File: src/rtl/pendulum_step_driver.sv
// Episode sequencer around one Compute_Single core: owns {thdot, th}, latches actions, launches one step per action.
// Optional stalled-core watchdog: define PENDULUM_WDOG_EN (adds WDOG_CYC and o_wdog).
module pendulum_step_driver #(
    parameter int MAX_STEPS = 200,
    parameter int STEP_W    = 8,
    parameter int GAP_CYC   = 1
`ifdef PENDULUM_WDOG_EN
    ,parameter int WDOG_CYC = 1024
`endif
) (
    input  logic              i_clk,
    input  logic              i_rst,
    input  logic              i_ep_start,
    output logic              o_ep_ready,
    input  logic [63:0]       i_init_sta,
    input  logic              i_act_valid,
    output logic              o_act_ready,
    input  logic [31:0]       i_act,
    output logic              o_res_valid,
    input  logic              i_res_ready,
    output logic [95:0]       o_obs,
    output logic [31:0]       o_rwd,
    output logic              o_done,
    output logic              o_trunc,
    output logic [STEP_W-1:0] o_step,
    output logic              o_cmp_ena,
    output logic [63:0]       o_cmp_sta,
    output logic [31:0]       o_cmp_act,
    input  logic [63:0]       i_cmp_sta,
    input  logic [95:0]       i_cmp_obs,
    input  logic [31:0]       i_cmp_rwd,
    input  logic              i_cmp_done,
`ifdef PENDULUM_WDOG_EN
    output logic              o_wdog,
`endif
    input  logic              i_cmp_valid
);

    typedef enum logic [2:0] {S_IDLE, S_READY, S_RUN, S_GAP, S_OUT} state_t;

    localparam int GAP_W = (GAP_CYC > 1) ? $clog2(GAP_CYC) : 1;
    localparam logic [GAP_W-1:0]  GAP_LAST = GAP_W'((GAP_CYC > 0) ? GAP_CYC - 1 : 0);
    localparam logic [STEP_W-1:0] STEP_MAX = STEP_W'(MAX_STEPS);

    state_t            r_state, w_next;
    logic [63:0]       r_sta;
    logic [31:0]       r_act;
    logic [95:0]       r_obs;
    logic [31:0]       r_rwd;
    logic              r_done, r_trunc;
    logic [STEP_W-1:0] r_step;
    logic [GAP_W-1:0]  r_gap_cnt;

    logic w_start, w_act_hs, w_cmp_hit, w_gap_end, w_wdog_to;

    assign o_ep_ready  = (r_state == S_IDLE) || (r_state == S_READY) || (r_state == S_OUT);
    assign o_act_ready = (r_state == S_READY);
    assign o_res_valid = (r_state == S_OUT);
    // Derived from the async-reset state register so reset drops the core enable immediately.
    assign o_cmp_ena   = (r_state == S_RUN);
    assign o_cmp_sta   = r_sta;
    assign o_cmp_act   = r_act;
    assign o_obs       = r_obs;
    assign o_rwd       = r_rwd;
    assign o_done      = r_done;
    assign o_trunc     = r_trunc;
    assign o_step      = r_step;

    assign w_start   = i_ep_start && o_ep_ready;
    assign w_act_hs  = i_act_valid && o_act_ready;
    assign w_cmp_hit = (r_state == S_RUN) && i_cmp_valid;
    assign w_gap_end = (r_state == S_GAP) && (r_gap_cnt == GAP_LAST);

`ifdef PENDULUM_WDOG_EN
    localparam int WD_W = (WDOG_CYC > 1) ? $clog2(WDOG_CYC) : 1;
    localparam logic [WD_W-1:0] WD_LAST = WD_W'(WDOG_CYC - 1);

    logic [WD_W-1:0] r_wd_cnt;
    logic            r_wdog;

    assign w_wdog_to = (r_state == S_RUN) && !i_cmp_valid && (r_wd_cnt == WD_LAST);
    assign o_wdog    = r_wdog;

    always_ff @(posedge i_clk or posedge i_rst) begin
        if (i_rst) begin
            r_wd_cnt <= '0;
            r_wdog   <= 1'b0;
        end else begin
            r_wdog   <= w_wdog_to;
            r_wd_cnt <= (r_state == S_RUN && !i_cmp_valid) ? r_wd_cnt + WD_W'(1) : '0;
        end
    end
`else
    assign w_wdog_to = 1'b0;
`endif

    always_ff @(posedge i_clk or posedge i_rst) begin
        if (i_rst) r_state <= S_IDLE;
        else       r_state <= w_next;
    end

    // A restart outranks every other event, including a same-cycle result handshake.
    always_comb begin
        w_next = r_state;
        case (r_state)
            S_IDLE:  if (w_start) w_next = S_READY;
            S_READY: begin
                if (w_start)       w_next = S_READY;
                else if (w_act_hs) w_next = S_RUN;
            end
            S_RUN: begin
                if (w_cmp_hit)      w_next = (GAP_CYC == 0) ? S_OUT : S_GAP;
                else if (w_wdog_to) w_next = S_OUT;
            end
            S_GAP:   if (w_gap_end) w_next = S_OUT;
            S_OUT: begin
                if (w_start)          w_next = S_READY;
                else if (i_res_ready) w_next = (r_done || r_trunc) ? S_IDLE : S_READY;
            end
            default: w_next = S_IDLE;
        endcase
    end

    always_ff @(posedge i_clk or posedge i_rst) begin
        if (i_rst) r_gap_cnt <= '0;
        else       r_gap_cnt <= (r_state == S_GAP) ? r_gap_cnt + GAP_W'(1) : '0;
    end

    always_ff @(posedge i_clk or posedge i_rst) begin
        if (i_rst) begin
            r_sta   <= '0;
            r_act   <= '0;
            r_obs   <= '0;
            r_rwd   <= '0;
            r_done  <= 1'b0;
            r_trunc <= 1'b0;
            r_step  <= '0;
        end else if (w_start) begin
            r_sta   <= i_init_sta;
            r_step  <= '0;
            r_done  <= 1'b0;
            r_trunc <= 1'b0;
        end else if (w_act_hs) begin
            r_act <= i_act;
        end else if (w_cmp_hit) begin
            r_sta   <= i_cmp_sta;
            r_obs   <= i_cmp_obs;
            r_rwd   <= i_cmp_rwd;
            r_done  <= i_cmp_done;
            r_step  <= (r_step == STEP_MAX) ? r_step : r_step + STEP_W'(1);
            r_trunc <= (r_step + STEP_W'(1)) == STEP_MAX;
        end else if (w_wdog_to) begin
            r_done <= 1'b1;
            r_rwd  <= '0;
        end
    end

endmodule

File: config.mk
export PLATFORM = sky130hd
export DESIGN_NAME = pendulum_step_driver
export DESIGN_NICKNAME = d
export VERILOG_FILES = /design/src/rtl/pendulum_step_driver.sv
export SDC_FILE = /design/constraint.sdc
export NUM_CORES = 1
export LEC_CHECK = 0
export CAP_MARGIN = 10
export CORE_AREA = 8 8 202 204
export DETAILED_ROUTE_END_ITERATION = 16
export DIE_AREA = 0 0 210 212
export SLEW_MARGIN = 0
export SYNTH_ARGS = -nofsm -noshare
export SYNTH_HDL_FRONTEND = slang
export SYNTH_SLANG_ARGS = --single-unit
File: constraint.sdc
create_clock -name i_clk -period 14.7 [get_ports i_clk]
set_input_delay 2.205 -clock i_clk [delete_from_list [all_inputs] [get_ports i_clk]]
set_output_delay 2.205 -clock i_clk [all_outputs]
set_load 0.01 [all_outputs]
After elaboration in Yosys (flattened, before gate mapping)
Index checks and enable logic that the tools add are counted.
- equality and inequality tests: 13
- bitwise gates (word level): 3
- multiplexer cells: 23
- reduce and logical (&&, ||, !) cells: 14
- $add $sub $neg: 2
- operator list (kind ; number):
    two-way mux 64 bit ; 3
    two-way mux 8 bit ; 4
    two-way mux 3 bit ; 7
    equality test 8 bit (second input constant) ; 2
    case mux 3 bit (5 select lines) ; 1
    adder 8 x 1 -> 8 bit (second input constant) ; 1
    two-way mux 1 bit ; 8
    != test 2 bit (second input constant) ; 4
    equality test 3 x 2 -> 1 bit (second input constant) ; 2
    != test 3 x 1 -> 1 bit (second input constant) ; 2
    AND reduction 3 bit ; 2
    AND reduction 5 bit ; 1
    logical AND 1 bit ; 4
    AND reduction 2 bit ; 2
    equality test 3 x 1 -> 1 bit (second input constant) ; 1
    equality test 3 bit (second input constant) ; 1
    zero test 3 bit ; 1
    logical OR 1 bit ; 3
    inverter 1 bit ; 3
    != test 2 x 1 -> 1 bit (second input constant) ; 1
    nonzero test 2 bit ; 1
    adder 1 bit (second input constant) ; 1
- word-level logic and storage cells: 64
- input port bits: 295
- output and inout bits: 238
- register bits: 238

Depth between registers and ports, before layout
Gate-level depths: netlist of run 1.
- word-level depth: 6
- depth in mapped cells: 8
- gate-level depth less buffers: 6

Least setup slack after synthesis of run 1
Ideal clock, no wire load.
- path kind: input to register
- start: input port i_cmp_valid
- end: register r_obs[16], in the netlist o_obs[16]
- setup time: 0.125 ns
- stages on the path: 5
- buffers on the path: 3
- arrival time: 3.137 ns
- path slack: 11.438 ns
- required time: 14.575 ns
- cells stage by stage: and4bb_1 -> buf_4 -> buf_6 -> buf_6 -> mux2_2
- word-level cells in the longest chain between the ends: 2
- ends and longest elaborated chain (what ; RTL line ; source):
    start, declared ; 36 ; input logic i_cmp_valid
    logical AND 1 bit ; 71 ; assign w_cmp_hit = (r_state == S_RUN) && i_cmp_valid;
    AND reduction 3 bit (no line) ; n/a ;
    end signal, assigned ; 147 ; r_obs <= i_cmp_obs;
    end, declared ; 48 ; logic [95:0] r_obs;
Every way passes these cells.
A chain may end at the register's enable or synchronous reset.

Worst setup path in the final report of run 1
- start: input port i_cmp_valid
- end: register r_step[7], in the netlist o_step[7]
- word-level cells in the longest chain between the ends: 3
- ends and longest elaborated chain (what ; RTL line ; source):
    logical AND 1 bit ; 71 ;
    nonzero test 2 bit (no line) ; n/a ;
    AND reduction 3 bit (no line) ; n/a ;
    end signal, assigned ; 150 ; r_step <= (r_step == STEP_MAX) ? r_step : r_step + STEP_W'(1);
    end, declared ; 51 ; logic [STEP_W-1:0] r_step;
Every way passes these cells.

==> flow_summary.json, run 1 <==
{
  "post_layout_nonfiller_instances": 1776,
  "number_of_h_tree_branching_levels": 1,
  "timing.reg2reg.setup_slack_ps": 11000,
  "startpoint_type": "input port",
  "place.detailed.hpwl_um": 27100,
  "maxSlewHeadroom": 0.275,
  "placement.io_buffers": 532,
  "ys_async_sr_fraction": 1.00,
  "vias": 7760,
  "boundaryPins": 533,
  "total_power_mw": 3.29,
  "core_area_um2": 37900,
  "initial_utilization": 0.256,
  "detail_route.vias_per_cell": 4.37,
  "worstSetupPathType": "in2reg",
  "max-clock-path-buffers": 3,
  "grt_setup_unrepaired": "false",
  "min-delay-start": "o_cmp_sta[26]",
  "crit_path_end_kind": "flip-flop",
  "hold_path_depth": 2,
  "synth_cell_type_count": 45,
  "netlist_instances": 714,
  "min_path_type": "reg2reg",
  "initial_antenna_violation_count": 2,
  "yosysTopAreaCellShare": 0.615,
  "clock_skew_ps": 11.9,
  "portion_of_the_clock_cycle_consumed_by_the_worst_path_in_the_final_layout": 0.352,
  "outcome": "finished clean",
  "clk_transition_reported_paths_ps": 60,
  "synthFlopType": "dfrtp_1",
  "detail_route.wl_per_cell_um": 20.3,
  "cap_viol_max_count": 0,
  "worst_reg2reg_startpoint": "r_state[1]",
  "design_area_um2": 16300,
  "synth.cells.most_frequent": "dfrtp_1 (238), nand2_1 (135), mux2_2 (131)",
  "slew_violations": 0,
  "die_h_um": 212,
  "synthesis.area_per_instance_um2": 13.6,
  "required_ps": 15100,
  "die_footprint_um2": 44500,
  "vdd_ir_drop_max_mv": 0.123,
  "fin_setup_tns_ps": 0,
  "synth.yosys.seq_area_share": 0.615,
  "power_per_cell_area_nw_per_um2": 202,
  "row_count": 72,
  "detail_route.iter0.violations": 382,
  "netlist.top_cell.by_area": "dfrtp_1",
  "ctsHoldBuffers": 0,
  "antenna_violating_nets_left": 0,
  "finalSetupViolCount": 0,
  "remaining_drc_errors": 0,
  "postSynthNetCount": 1012,
  "cp_max_fo": 61,
  "drive_gt1_frac": 0.178,
  "drt-total-wl_um": 36000,
  "areaGrowthSynthToFinish_pct": 68.4,
  "worst_ep_arrival_time_ps": 5580,
  "dp_cells": 1728,
  "globalRouteOverflowTotal": 0,
  "placedInstanceArea_um2": 15400,
  "timing.hold.worst_endpoint": "o_cmp_sta[26]",
  "grt_max_degree": 103,
  "post_cts.repair.setup_buffers": 0,
  "timing_hold_violations_final": 0,
  "ctsResizeCount": 0,
  "worst_skew_pair.late_latency_ps": 540,
  "static-leakage-power_nw": 6.92,
  "cts_made_buffers": 28,
  "final_layout_worst_hold_slack_ps": 472,
  "synth.most_common_cell": "dfrtp_1",
  "period_needed_ps": 5180,
  "timing.reg2reg.worst_path_depth": 6,
  "gpl.final_weighted_congestion": 0.812,
  "die-width_um": 210,
  "numClockSinks": 238,
  "synth-seq-cells": 238,
  "synth_warnings": 0,
  "reg2reg_to": "o_step[7]",
  "cts_tree": "yes",
  "clk_root_buffer_cell": "clkbuf_16",
  "synth_enable_flop_cells": 0,
  "synth_area_um2": 9690,
  "tightest_slew_ps": 1090,
  "max_clock_freq_mhz": 193,
  "drt-pass1-iter-count": 7,
  "netlist_top_cells_area": "dfrtp_1 (61%), mux2_2 (15%), nand2_1 (5.2%)",
  "grt_pass1_wl_um": 53100,
  "grt_util_all_layers": 0.153,
  "first_global_vias": 8298,
  "finalNetCount": 1538
}
[report_power, final]
part           internal [mW]  total [mW]  leakage (nW)  switching [mW]
combinational          0.864        1.46          3.55           0.595
clock                  0.413       0.688         0.455           0.275
sequential             0.966        1.14          2.92           0.176
total                   2.24        3.29          6.92            1.05
[registers in the layout, indices dropped and copies added (netlist names)]
register,cells
o_obs,96
r_state,3
o_step,8
o_cmp_sta,64
r_gap_cnt,1
o_rwd,32
o_cmp_act,32
o_trunc,1
o_done,1
[worst max-delay path, cell delays in order]
cell and delay [ps]:
clkdlybuf4s50_1 480, and4bb_4 590, buf_4 690, buf_4 660, o41ai_4 340, o41ai_1 430, a21oi_1 100
[cells by family after synthesis]
kind of cell / share of synthesized area
flip-flops: 0.615
AND/OR/NAND/NOR: 0.0720
multiplexers: 0.198
AO/OA/AOI/OAI: 0.0718
buffers and inverters: 0.0368
XOR/XNOR: 0.00271
adder cells (fa/ha/maj): 0.00387
[cell type report]
cell class | instances | area (um2)
diodes | 1 | 2.50
clock buffers | 37 | 795
clock inverters | 10 | 119
fillers | 3604 | 21600
inverters | 6 | 30.0
multi-input cells | 427 | 3390
flip-flops and latches | 238 | 5960
well taps | 518 | 648
repair buffers | 539 | 5380
[stage by stage]
step,utilization,setup slack (ps)
final,0.430,9520
after global routing,0.430,9250
after CTS,0.430,9460
after detailed placement,0.406,8870
after global placement,0.406,8880
after floorplan,-,5960
[worst max-delay path by stage]
stage / end / from / cells past startpoint
final: o_step[7] / i_cmp_valid / 7
after global routing: o_step[7] / i_cmp_valid / 7
after CTS: o_step[7] / i_cmp_valid / 7
after detailed placement: o_step[7] / i_cmp_valid / 7
after global placement: o_step[7] / i_cmp_valid / 7
after floorplan: o_cmp_act[0] / i_rst / 1
[metal layers]
| layer | GRT usage | share of wire | up-vias |
|---|---|---|---|
| met5 | 0 | 0 | - |
| met4 | 0.0408 | 0.019 | 0 |
| met3 | 0.0596 | 0.10 | 45 |
| met2 | 0.257 | 0.48 | 368 |
| met1 | 0.183 | 0.39 | 3798 |
| li1 | - | - | 3549 |
[cells in the final DEF, fill, tap and decap left out, drive strengths merged]
cell type,n
a211oi,1
a21o,1
a21oi,9
a22o,1
a22oi,64
a31o,3
and2,2
and3,1
and4bb,1
buf,7
bufinv,2
clkbuf,37
clkdlybuf4s50,532
clkinv,7
dfrtp,238
diode,1
ha,3
inv,7
mux2,160
mux2i,1
nand2,136
nand2b,3
nand3,7
nand3b,1
nand4,1
nand4b,1
nor2,4
nor2b,1
nor3,2
nor3b,2
nor4,1
o21ai,9
o21ba,1
o22ai,1
o31ai,1
o41ai,2
or2,1
or3,3
xnor2,2
xor2,1
Power figures use the tool's default switching activity.
==> run 2: changes to the inputs <==
--- a/config.mk
+++ b/config.mk
@@ -6,9 +6,9 @@
 export NUM_CORES = 1
 export LEC_CHECK = 0
 export CAP_MARGIN = 10
-export CORE_AREA = 8 8 202 204
+export CORE_AREA = 8 8 203 205
 export DETAILED_ROUTE_END_ITERATION = 16
-export DIE_AREA = 0 0 210 212
+export DIE_AREA = 0 0 211 213
 export SLEW_MARGIN = 0
 export SYNTH_ARGS = -nofsm -noshare
 export SYNTH_HDL_FRONTEND = slang
==> constraint.sdc (replaced) <==
create_clock -name i_clk -period 5.03 [get_ports i_clk]
set_input_delay 0.7545 -clock i_clk [delete_from_list [all_inputs] [get_ports i_clk]]
set_output_delay 0.7545 -clock i_clk [all_outputs]
set_load 0.01 [all_outputs]
==> run 2 against run 1 <==
  * First-iteration DRC count decreased by 7.3%
  * Sequential share of layout area decreased by 0.19 points
  * Register-to-register slack got worse by 8400 ps
  * Power increased to 2.9 times the previous value
  * Die area increased by 0.95%
  * Clock power increased to 3.1 times the previous value
  * Worst hold slack about the same
  * Via count decreased by 0.59%
  * Design area increased by 0.54%
  * Critical path type is now reg2out
  * Critical endpoint is now o_act_ready
  * Largest cell class unchanged
  * Largest power group unchanged
==> flow_summary.json, run 2 (synthesis results as in run 1) <==
{
  "vias": 7714,
  "cp_max_fo": 12,
  "die-width_um": 211,
  "cts_tree": "yes",
  "die_footprint_um2": 44900,
  "worst_ep_arrival_time_ps": 2020,
  "layout_commonest_cell": "clkdlybuf4s50_1",
  "clock_skew_ps": 5.94,
  "antenna_violating_nets_left": 0,
  "portion_of_the_clock_cycle_consumed_by_the_worst_path_in_the_final_layout": 0.552,
  "number_of_h_tree_branching_levels": 1,
  "detail_route.wl_per_cell_um": 19.8,
  "detail_route.iter0.violations": 354,
  "finalSetupViolCount": 0,
  "numClockSinks": 238,
  "grt_util_all_layers": 0.147,
  "dpl_worst_slack_ps": 1970,
  "core_area_um2": 38100,
  "clk_transition_reported_paths_ps": 60,
  "ctsResizeCount": 0,
  "drt-total-wl_um": 35200,
  "worst_skew_pair.late_latency_ps": 540,
  "worst_reg2reg_startpoint": "r_state[1]",
  "hold_path_depth": 2,
  "drive_gt1_frac": 0.178,
  "cp_slowest_cell": "clkdlybuf4s50_1",
  "timing.final.ws_setup_ps": 2250,
  "critical_path.max_stage_delay_ps": 630,
  "vdd_ir_drop_max_mv": 0.267,
  "cts_made_buffers": 28,
  "grt_pass1_wl_um": 51500,
  "reg2reg_to": "o_cmp_act[31]",
  "min_path_type": "reg2reg",
  "outcome": "finished clean",
  "placement.io_buffers": 532,
  "drt-pass1-iter-count": 4,
  "required_ps": 4280,
  "fillerInstances": 3632,
  "remaining_drc_errors": 0,
  "gpl.final_weighted_congestion": 0.788,
  "design_area_um2": 16400,
  "max-clock-path-buffers": 3,
  "min-delay-start": "o_cmp_sta[38]",
  "post_cts.repair.setup_buffers": 0,
  "initial_utilization": 0.254,
  "cap_viol_max_count": 0,
  "final_layout_worst_hold_slack_ps": 472,
  "startpoint_type": "flip-flop",
  "boundaryPins": 533,
  "period_needed_ps": 2780,
  "static-leakage-power_nw": 6.95,
  "detail_route.vias_per_cell": 4.34,
  "total_power_mw": 9.70,
  "power_per_cell_area_nw_per_um2": 591,
  "post_layout_nonfiller_instances": 1779,
  "maxSlewHeadroom": 0.272,
  "dp_cells": 1727,
  "fin_setup_tns_ps": 0,
  "timing.reg2reg.setup_slack_ps": 2650,
  "worstSetupPathType": "reg2out",
  "grt_setup_unrepaired": "false",
  "timing_hold_violations_final": 0,
  "finalNetCount": 1537,
  "timing.reg2reg.worst_path_depth": 3,
  "globalRouteOverflowTotal": 0,
  "first_global_vias": 8188,
  "crit_path_end_kind": "primary output",
  "die_h_um": 213,
  "tightest_slew_ps": 1090,
  "slew_violations": 0,
  "max_clock_freq_mhz": 360,
  "timing.hold.worst_endpoint": "o_cmp_sta[38]",
  "initial_antenna_violation_count": 0,
  "place.detailed.hpwl_um": 26200,
  "fin_util": 0.431,
  "placedInstanceArea_um2": 15400,
  "crit_chain": "nor3b_1 -> clkdlybuf4s50_1",
  "final_cell_mix": "clkdlybuf4s50_1 (532), dfrtp_1 (238), nand2_1 (135), mux2_2 (131), a22oi_1 (64)",
  "grt_max_degree": 141,
  "areaGrowthSynthToFinish_pct": 69.3,
  "clk_root_buffer_cell": "clkbuf_16",
  "largest_reg_flops": 96,
  "diodes": 0,
  "ctsHoldBuffers": 0,
  "row_count": 72
}
-- run 2: cell count changes in the layout (fill, tap and decap cells not counted), moves of 2 or more --
| cell | before | now |
|---|---|---|
| bufinv_16 | 2 | 4 |
| clkbuf_8 | 6 | 3 |
| clkinv_2 | 5 | 8 |
| buf_4 | 7 | 2 |
| buf_12 | 0 | 4 |
| clkbuf_1 | 3 | 7 |
-- run 2: worst max path at each step --
stage                     from            end  slack (ps)  depth (start not counted)
floorplan                i_rst   o_cmp_act[0]        1160                          1
finish              r_state[1]    o_act_ready        2250                          2
global route        r_state[1]    o_act_ready        2140                          2
detailed placement  i_ep_start  o_cmp_sta[35]        1970                          5
CTS                 r_state[1]    o_act_ready        2190                          2
global placement    i_ep_start  o_cmp_sta[41]        2040                          5
-- run 2: worst max-delay path, delay by kind of cell, from the launching register on --
family,cells,cell delay [ps]
buf+inv,1,630
flops,1,510
simple gates,1,340
-- run 2: layer usage --
layer | GRT usage | wire [um]
met3 | 0.0528 | 3300
met2 | 0.252 | 17200
met1 | 0.177 | 14200
met4 | 0.0314 | 551
met5 | 0 | 0
-- run 2: power breakdown --
| part | internal, mW | leakage (nW) | switching (mW) |
|---|---|---|---|
| Sequential | 2.82 | 2.92 | 0.500 |
| Clock | 1.31 | 0.481 | 0.819 |
| Combinational | 2.53 | 3.55 | 1.71 |
| Total | 6.66 | 6.95 | 3.03 |
-- run 2: cell type report --
| class | count | area, um2 | area share |
|---|---|---|---|
| Tap cell | 518 | 648 | 0.0395 |
| Inverter | 6 | 26.3 | 0.00160 |
| Timing Repair Buffer | 538 | 5420 | 0.330 |
| Clock inverter | 13 | 171 | 0.0104 |
| Clock buffer | 39 | 793 | 0.0483 |
| Sequential cell | 238 | 5960 | 0.363 |
| Multi-Input combinational cell | 427 | 3390 | 0.207 |
==> run 3: changes to the inputs <==
==> constraint.sdc (replaced) <==
create_clock -name i_clk -period 2.8 [get_ports i_clk]
set_input_delay 0.42 -clock i_clk [delete_from_list [all_inputs] [get_ports i_clk]]
set_output_delay 0.42 -clock i_clk [all_outputs]
set_load 0.01 [all_outputs]
==> run 3 against run 2 <==
  * Worst setup slack worse by 1900 ps
  * Cell count is 0.67% higher
  * Critical path depth stayed put
  * Flip-flop and latch count stayed put
  * Combinational power is 81% higher
  * Utilization is 0.47 points higher
  * Highest routed layer unchanged
  * First-iteration DRC count is 2.0% higher
  * Wire length is 0.67% lower
  * Critical path type unchanged
  * Non-clock buffer count is 12 higher
  * Via count is 0.34% higher
  * Power is 80% higher
  * Largest cell class unchanged
==> flow_summary.json, run 3 (synthesis results as in run 1) <==
{
  "post_cts.repair.setup_buffers": 0,
  "layout_commonest_cell": "clkdlybuf4s50_1",
  "portion_of_the_clock_cycle_consumed_by_the_worst_path_in_the_final_layout": 0.872,
  "place.detailed.hpwl_um": 27100,
  "detail_route.wl_per_cell_um": 19.5,
  "final_cell_mix": "clkdlybuf4s50_1 (532), dfrtp_1 (238), nand2_1 (135), mux2_2 (131), a22oi_1 (64)",
  "vias": 7740,
  "max_clock_freq_mhz": 410,
  "vdd_ir_drop_max_mv": 0.629,
  "timing_hold_violations_final": 0,
  "power_per_cell_area_nw_per_um2": 1050,
  "ctsHoldBuffers": 0,
  "detail_route.iter0.violations": 361,
  "slew_violations": 0,
  "worstPathBufferInverterCount": 1,
  "row_count": 72,
  "diodes": 0,
  "fillerInstances": 3566,
  "grt_util_all_layers": 0.147,
  "dpl_worst_slack_ps": 523,
  "min_path_type": "in2async",
  "drt-total-wl_um": 35000,
  "worst_ep_arrival_time_ps": 2020,
  "initial_utilization": 0.254,
  "placement.io_buffers": 532,
  "grt_pass1_wl_um": 51700,
  "drive_gt1_frac": 0.185,
  "die_h_um": 213,
  "tightest_slew_ps": 746,
  "critical_path.max_stage_delay_ps": 630,
  "areaGrowthSynthToFinish_pct": 71.1,
  "max-clock-path-buffers": 3,
  "boundaryPins": 533,
  "cp_max_fo": 12,
  "first_global_vias": 8421,
  "startpoint_type": "flip-flop",
  "cts_tree": "yes",
  "drt-pass1-iter-count": 5,
  "period_needed_ps": 2440,
  "largest_reg_flops": 96,
  "finalSetupViolCount": 0,
  "final_layout_worst_hold_slack_ps": 157,
  "globalRouteOverflowTotal": 0,
  "clock_skew_ps": 11.1,
  "clk_root_buffer_cell": "clkbuf_16",
  "clk_transition_reported_paths_ps": 60,
  "maxSlewHeadroom": 0.501,
  "number_of_h_tree_branching_levels": 1,
  "cap_viol_max_count": 0,
  "die-width_um": 211,
  "core_area_um2": 38100,
  "worstSetupPathType": "reg2out",
  "grt_max_degree": 92,
  "cts_made_buffers": 29,
  "initial_antenna_violation_count": 0,
  "crit_chain": "nor3b_1 -> clkdlybuf4s50_1",
  "cp_top_family": "buffers and inverters",
  "timing.final.ws_setup_ps": 360,
  "fin_util": 0.435,
  "required_ps": 2380,
  "worst_skew_pair.late_latency_ps": 550,
  "gpl.final_weighted_congestion": 0.775,
  "antenna_violating_nets_left": 0,
  "static-leakage-power_nw": 7.03,
  "cp_slowest_cell": "clkdlybuf4s50_1",
  "numClockSinks": 238,
  "regArea_um2": 5960,
  "detail_route.vias_per_cell": 4.32,
  "grt_setup_unrepaired": "false",
  "multi_input_area_um2": 3390,
  "remaining_drc_errors": 0,
  "ctsResizeCount": 0,
  "outcome": "finished clean",
  "crit_path_end_kind": "primary output",
  "finalNetCount": 1550,
  "die_footprint_um2": 44900,
  "fin_setup_tns_ps": 0
}
-- run 3: cell count changes in the layout (fill, tap and decap cells not counted), sizes merged --
| cell | change |
|---|---|
| buf | +12 |
| clkbuf | +7 |
| clkinv | -6 |
| bufinv | -2 |
| inv | +1 |
-- run 3: path summary, 6_finish.rpt --
kind,start,endpoint,slack [ps],depth (start not counted)
worst min register to register,o_cmp_sta[60],o_cmp_sta[60],470,2
min in group i_clk,i_init_sta[51],o_cmp_sta[51],460,3
worst min-delay path,i_rst,o_obs[68],160,2
worst max register to register,o_step[0],o_step[7],780,6
worst max-delay path,r_state[1],o_act_ready,360,2
max in group asynchronous,i_rst,o_rwd[17],1830,3
-- run 3: metal layers --
metal  vias to the layer above  track usage  part of all wire
met5                         -            0                 0
met4                         0       0.0299             0.017
met3                        40       0.0596             0.097
met2                       350        0.254              0.49
met1                      3764        0.171              0.39
li1                       3586            -                 -
-- run 3: metrics by stage --
step / total power [mW] / instance area (um2) / instances
after floorplan: 9.19 / 9690 / 714
after global placement: 13.8 / 15600 / 1739
after detailed placement: 13.9 / 15600 / 1739
after CTS: 17.8 / 16600 / 1791
after global routing: 18.5 / 16600 / 1791
final: 17.5 / 16600 / 1791
-- run 3: power by group --
part	total, mW	switching (mW)	internal (mW)
sequential	6.00	0.923	5.08
combinational	7.71	3.10	4.61
clock	3.78	1.44	2.34
total	17.5	5.46	12.0
-- run 3: worst reg2reg max path: stages, from the launching register on --
cell and delay [ps]:
dfrtp_1 470, inv_1 120, ha_1 160, nand4b_1 160, o41ai_4 650, o41ai_1 200, a21oi_1 180
-- run 3: layout make-up --
| type | count | area share |
|---|---|---|
| inverter | 6 | 0.00158 |
| clock inverter | 6 | 0.00528 |
| timing repair buffer | 550 | 0.337 |
| sequential | 238 | 0.359 |
| clock buffer | 46 | 0.0536 |
| multi-input combinational | 427 | 0.205 |
| tap | 518 | 0.0391 |
==> edit 1, RTL diff (flow settings as in run 2) <==
Add a define of `PENDULUM_WDOG_EN`.
--- a/src/rtl/pendulum_step_driver.sv
+++ b/src/rtl/pendulum_step_driver.sv
@@ -1,5 +1,7 @@
 // Episode sequencer around one Compute_Single core: owns {thdot, th}, latches actions, launches one step per action.
 // Optional stalled-core watchdog: define PENDULUM_WDOG_EN (adds WDOG_CYC and o_wdog).
+`define PENDULUM_WDOG_EN
+
 module pendulum_step_driver #(
     parameter int MAX_STEPS = 200,
     parameter int STEP_W    = 8,
New outputs: o_wdog. Check against the original RTL: not settled (the Yosys comparison gave no result); the edit may change what the design does.
==> edit 1 against run 2 <==
Power fell by 2.3%. Sequential cell count rose by 11. Setup slack improved by 5.6 ps. Non-clock buffer count rose by 6. Global-route usage rose by 2.4 points. Wire length rose by 15%. Synthesized area rose by 6.1%. Synthesized cell count rose by 56%. Design area rose by 4.0%.
==> edit 1: results (changes against run 2) <==
WL met2 = 18.9 mm (+9.5%)
Leak = 7.54 nW (+8.5%)
Post-CTS Setup Inserts = 0 (unchanged)
Status = finished clean
Routing usage on met2 = 27.7% (+2.5 points)
H-tree levels = 1 (unchanged)
Largest register FFs = 96 (unchanged)
Sequential fraction of the synthesis area = 60.6% (-0.84 points)
Vias in the first global route = 9988 (+22%)
Clk slew on worst S/H paths = 60 ps (about the same)
Synth top area cells = dfrtp_1 (61%), nand2_1 (18%), a31oi_1 (3.9%), mux2_2 (3.6%), nor2_1 (2.8%)
Synth Area in Adders = 0.487% (+0.10 points)
Critical path arrival = 2020 ps (about the same)
Vias per cell = 4.46 (+2.9%)
Post-Synth XOR/XNOR Area = 0.937% (+0.67 points)
Largest net degree at the start of global routing = 113 (-20%)
Peak VDD IR = 378 uV (+42%)
Layout Nets = 1915 (+25%)
Met3 usage = 8.12% (+2.8 points)
Met1 usage = 20.2% (+2.5 points)
Top Metal Used = met5
Post-Syn Nets = 1412 (+40%)
RD Place Congestion = 0.832 (+5.6%)
First-pass DRT Iterations = 5 (+1)
Ys async rst share = 100% (unchanged)
Pre-CTS WS = 1980 ps (+7.97 ps)
Total track usage = 17.1% (+2.4 points)
Clk root buf = clkbuf_16
Number of CTS-inserted buffers = 29 (+3.6%)
P_sw = 3.17 mW (+4.4%)
IO Port Bufs = 533 (+0.19%)
Synth unique cells = 42 (-6.7%)
Most instantiated cells after synthesis = nand2_1 (493), dfrtp_1 (249), nor2_1 (76)
Initial antenna violation count = 3 (+3)
Mux cell area share after synthesis = 3.71% (-16 points)
Clk_skew = 14.7 ps (+8.76 ps)
Initial DRC count = 617 (+74%)
Slew Limit Headroom = 34.2% (+7.0 points)
Synth Area in Compound Gates = 7.21% (+0.028 points)
Skew-Pair Late Insertion Delay = 560 ps (+20 ps)
Layout cells sized above 1 = 5.93% (-12 points)
Drt wl/cell = 18.8 um (-4.9%)
Post-CTS sizing = 0 (unchanged)
First-pass GRT wire length = 60.6 mm (+18%)
Wl on met1 = 15.9 mm (+12%)
Hpwl dp = 29.7 mm (+13%)
Largest fanout on the critical path = 13 (+1)
Met3 WL = 4.72 mm (+43%)
-- edit 1: cell types whose count changed after synthesis, moves of 30 or more --
cell and delta:
nand2_1 +358, nor2_1 +72, mux2_2 -98, o21ai_0 +30, a22oi_1 -64, a31oi_1 +64, clkbuf_1 +44
-- edit 1: cell type report --
type	instances	area (um^2)
flip-flops and latches	249	6230
well taps	518	648
inverters	4	18.8
diodes	1	2.50
clock inverters	7	70.1
fillers	3697	21000
repair buffers	544	5460
clock buffers	45	886
multi-input cells	788	3750
-- edit 1: worst max-delay path, cell delays in order, from the launching register on --
cell and delay (ps):
dfrtp_1 590, nor3b_1 290, clkdlybuf4s50_1 590
-- edit 1: worst paths after layout --
path | startpoint | end | slack, ps | cells past startpoint
max | r_state[1]$_DFFE_PP0P_ | o_cmp_ena | 2260 | 2
min | r_gap_cnt$_DFF_PP0_ | r_gap_cnt$_DFF_PP0_ | 430 | 1
max reg2reg | r_state[0]$_DFFE_PP0P_ | o_cmp_sta[55]$_DFFE_PP0P_ | 2620 | 5
min reg2reg | r_gap_cnt$_DFF_PP0_ | r_gap_cnt$_DFF_PP0_ | 430 | 1
max in group asynchronous | i_rst | r_wd_cnt[8]$_DFF_PP0_ | 3410 | 3
min in group asynchronous | i_rst | o_obs[41]$_DFFE_PP0P_ | 610 | 2
-- edit 1: through the flow --
step                cell area [um^2]  instances
finish                         17100       2156
global route                   17100       2155
CTS                            17100       2155
detailed placement             16100       2103
global placement               16100       2103
floorplan                      10300       1113
-- edit 1: power by group through the flow --
stage          combinational [mW]  sequential (mW)  clock [mW]
2_1_floorplan                1.09             3.76           0
3_3_place_gp                 3.99             3.38           0
3_5_place_dp                 4.02             3.41           0
4_1_cts                      4.04             3.39        2.19
5_1_grt                      4.31             3.50        2.27
6_report                     3.96             3.39        2.12
==> edit 2, RTL diff (flow settings as in run 2) <==
Without the edit above. Set the parameter `STEP_W` to 10 (it was 8).
--- a/src/rtl/pendulum_step_driver.sv
+++ b/src/rtl/pendulum_step_driver.sv
@@ -2,7 +2,7 @@
 // Optional stalled-core watchdog: define PENDULUM_WDOG_EN (adds WDOG_CYC and o_wdog).
 module pendulum_step_driver #(
     parameter int MAX_STEPS = 200,
-    parameter int STEP_W    = 8,
+    parameter int STEP_W    = 10,
     parameter int GAP_CYC   = 1
 `ifdef PENDULUM_WDOG_EN
     ,parameter int WDOG_CYC = 1024
Interface: changed (resized o_step); port bits go from 533 to 535. No check against the original RTL was run, so the function may have changed too.
==> edit 2 against run 2 <==
Sequential cell count rose by 2. Wire length grew 8.7%. Design area rose by 1.9%. Setup slack got worse by 140 ps. Hold slack worse by 0.54 ps. Combinational power fell by 11%. Non-clock buffer count grew 5. Synthesized area grew 1.1%. Via count is 20% higher. Power decreased by 4.2%. Die area stayed put. Critical path type unchanged. Largest cell class unchanged.
==> edit 2: results (changes against run 2) <==
Slew Limit Headroom = 43.9% (+17 points)
Top Metal Used = met5
Initial antenna violation count = 1 (+1)
Hold_ws = 471 ps (-0.538 ps)
Layout Nets = 1886 (+23%)
Number of fillers in the final layout = 3661 (+0.80%)
Vias per cell = 4.36 (+0.60%)
Met3 usage = 7.22% (+1.9 points)
Area of placed instances = 15700 um^2 (+1.5%)
Capture point of the worst reg-to-reg path = o_cmp_sta[14]$_DFFE_PP0P_
Initial DRC count = 553 (+56%)
Hpwl dp = 28.2 mm (+7.6%)
Sequential fraction of the synthesis area = 61.3% (-0.17 points)
Met1 usage = 18.4% (+0.72 points)
Largest fanout on the critical path = 7 (-5)
Cells after synthesis = 1079 (+51%)
Hold path startpoint = o_rwd[31]$_DFFE_PP0P_
Vias = 9287 (+20%)
Routing usage on met2 = 26.9% (+1.8 points)
Layout cells sized above 1 = 4.03% (-14 points)
Share of the synthesized area in the top cell type = 61.3% (-0.17 points)
Status = finished clean
Hold endpoint = o_rwd[31]$_DFFE_PP0P_
RR Startpoint = r_state[2]$_DFFE_PP0P_
Synth unique cells = 40 (-11%)
Clk_skew = 4.99 ps (-0.952 ps)
Pre-CTS WS = 1960 ps (-6.54 ps)
Final instance area = 16700 um^2 (+1.9%)
Synth top area cells = dfrtp_1 (61%), nand2_1 (20%), a31oi_1 (4.1%), mux2_1 (3.6%), nor2_1 (2.9%)
Leak = 7.50 nW (+7.9%)
## edit 2: cell types whose count changed after synthesis, moves of 31 or more
| cell | run 2 | this run |
|---|---|---|
| a22oi_1 | 64 | 0 |
| nor2_1 | 4 | 75 |
| mux2_2 | 131 | 1 |
| nand2_1 | 135 | 526 |
| a31oi_1 | 0 | 64 |
| mux2_1 | 0 | 31 |
| clkbuf_1 | 4 | 36 |
## edit 2: final cells by class
type | count | area share, %
clock buffers | 44 | 5.16
clock inverters | 10 | 1.01
multi-input cells | 767 | 21.1
well taps | 518 | 3.88
flip-flops and latches | 240 | 35.9
repair buffers | 543 | 32.8
inverters | 7 | 0.180
## edit 2: critical path: stages (launching register included)
cell and delay (ps):
dfrtp_1 470, nand2b_1 240, nor2_1 260, clkdlybuf4s50_1 640
## edit 2: kinds of logic after synthesis
group                      Yosys count  share of synthesized area, %
adders and majority gates            3                         0.383
DFF                                240                          61.3
muxes                               32                          3.68
buffers and inverters               72                          3.08
AOI/OAI and AO/OA                  103                          6.64
xor gates and xnor gates             2                         0.179
and+or+nand+nor                    627                          24.8
## edit 2: power by group
part	internal (mW)	switching, mW	total (mW)
clock	1.39	0.849	2.24
sequential	2.77	0.480	3.25
combinational	2.07	1.73	3.80
## edit 2: worst max path at each step
stage,start,endpoint,slack [ps],cells past startpoint
2_1_floorplan,i_rst,o_cmp_act[0]$_DFFE_PP0P_,1130,1
3_3_place_gp,i_cmp_valid,o_step[4]$_DFFE_PP0P_,1980,6
3_5_place_dp,i_cmp_valid,o_step[5]$_DFFE_PP0P_,1960,6
4_1_cts,r_state[2]$_DFFE_PP0P_,o_cmp_ena,2040,3
5_1_grt,r_state[2]$_DFFE_PP0P_,o_cmp_ena,2010,3
6_report,r_state[2]$_DFFE_PP0P_,o_cmp_ena,2110,3
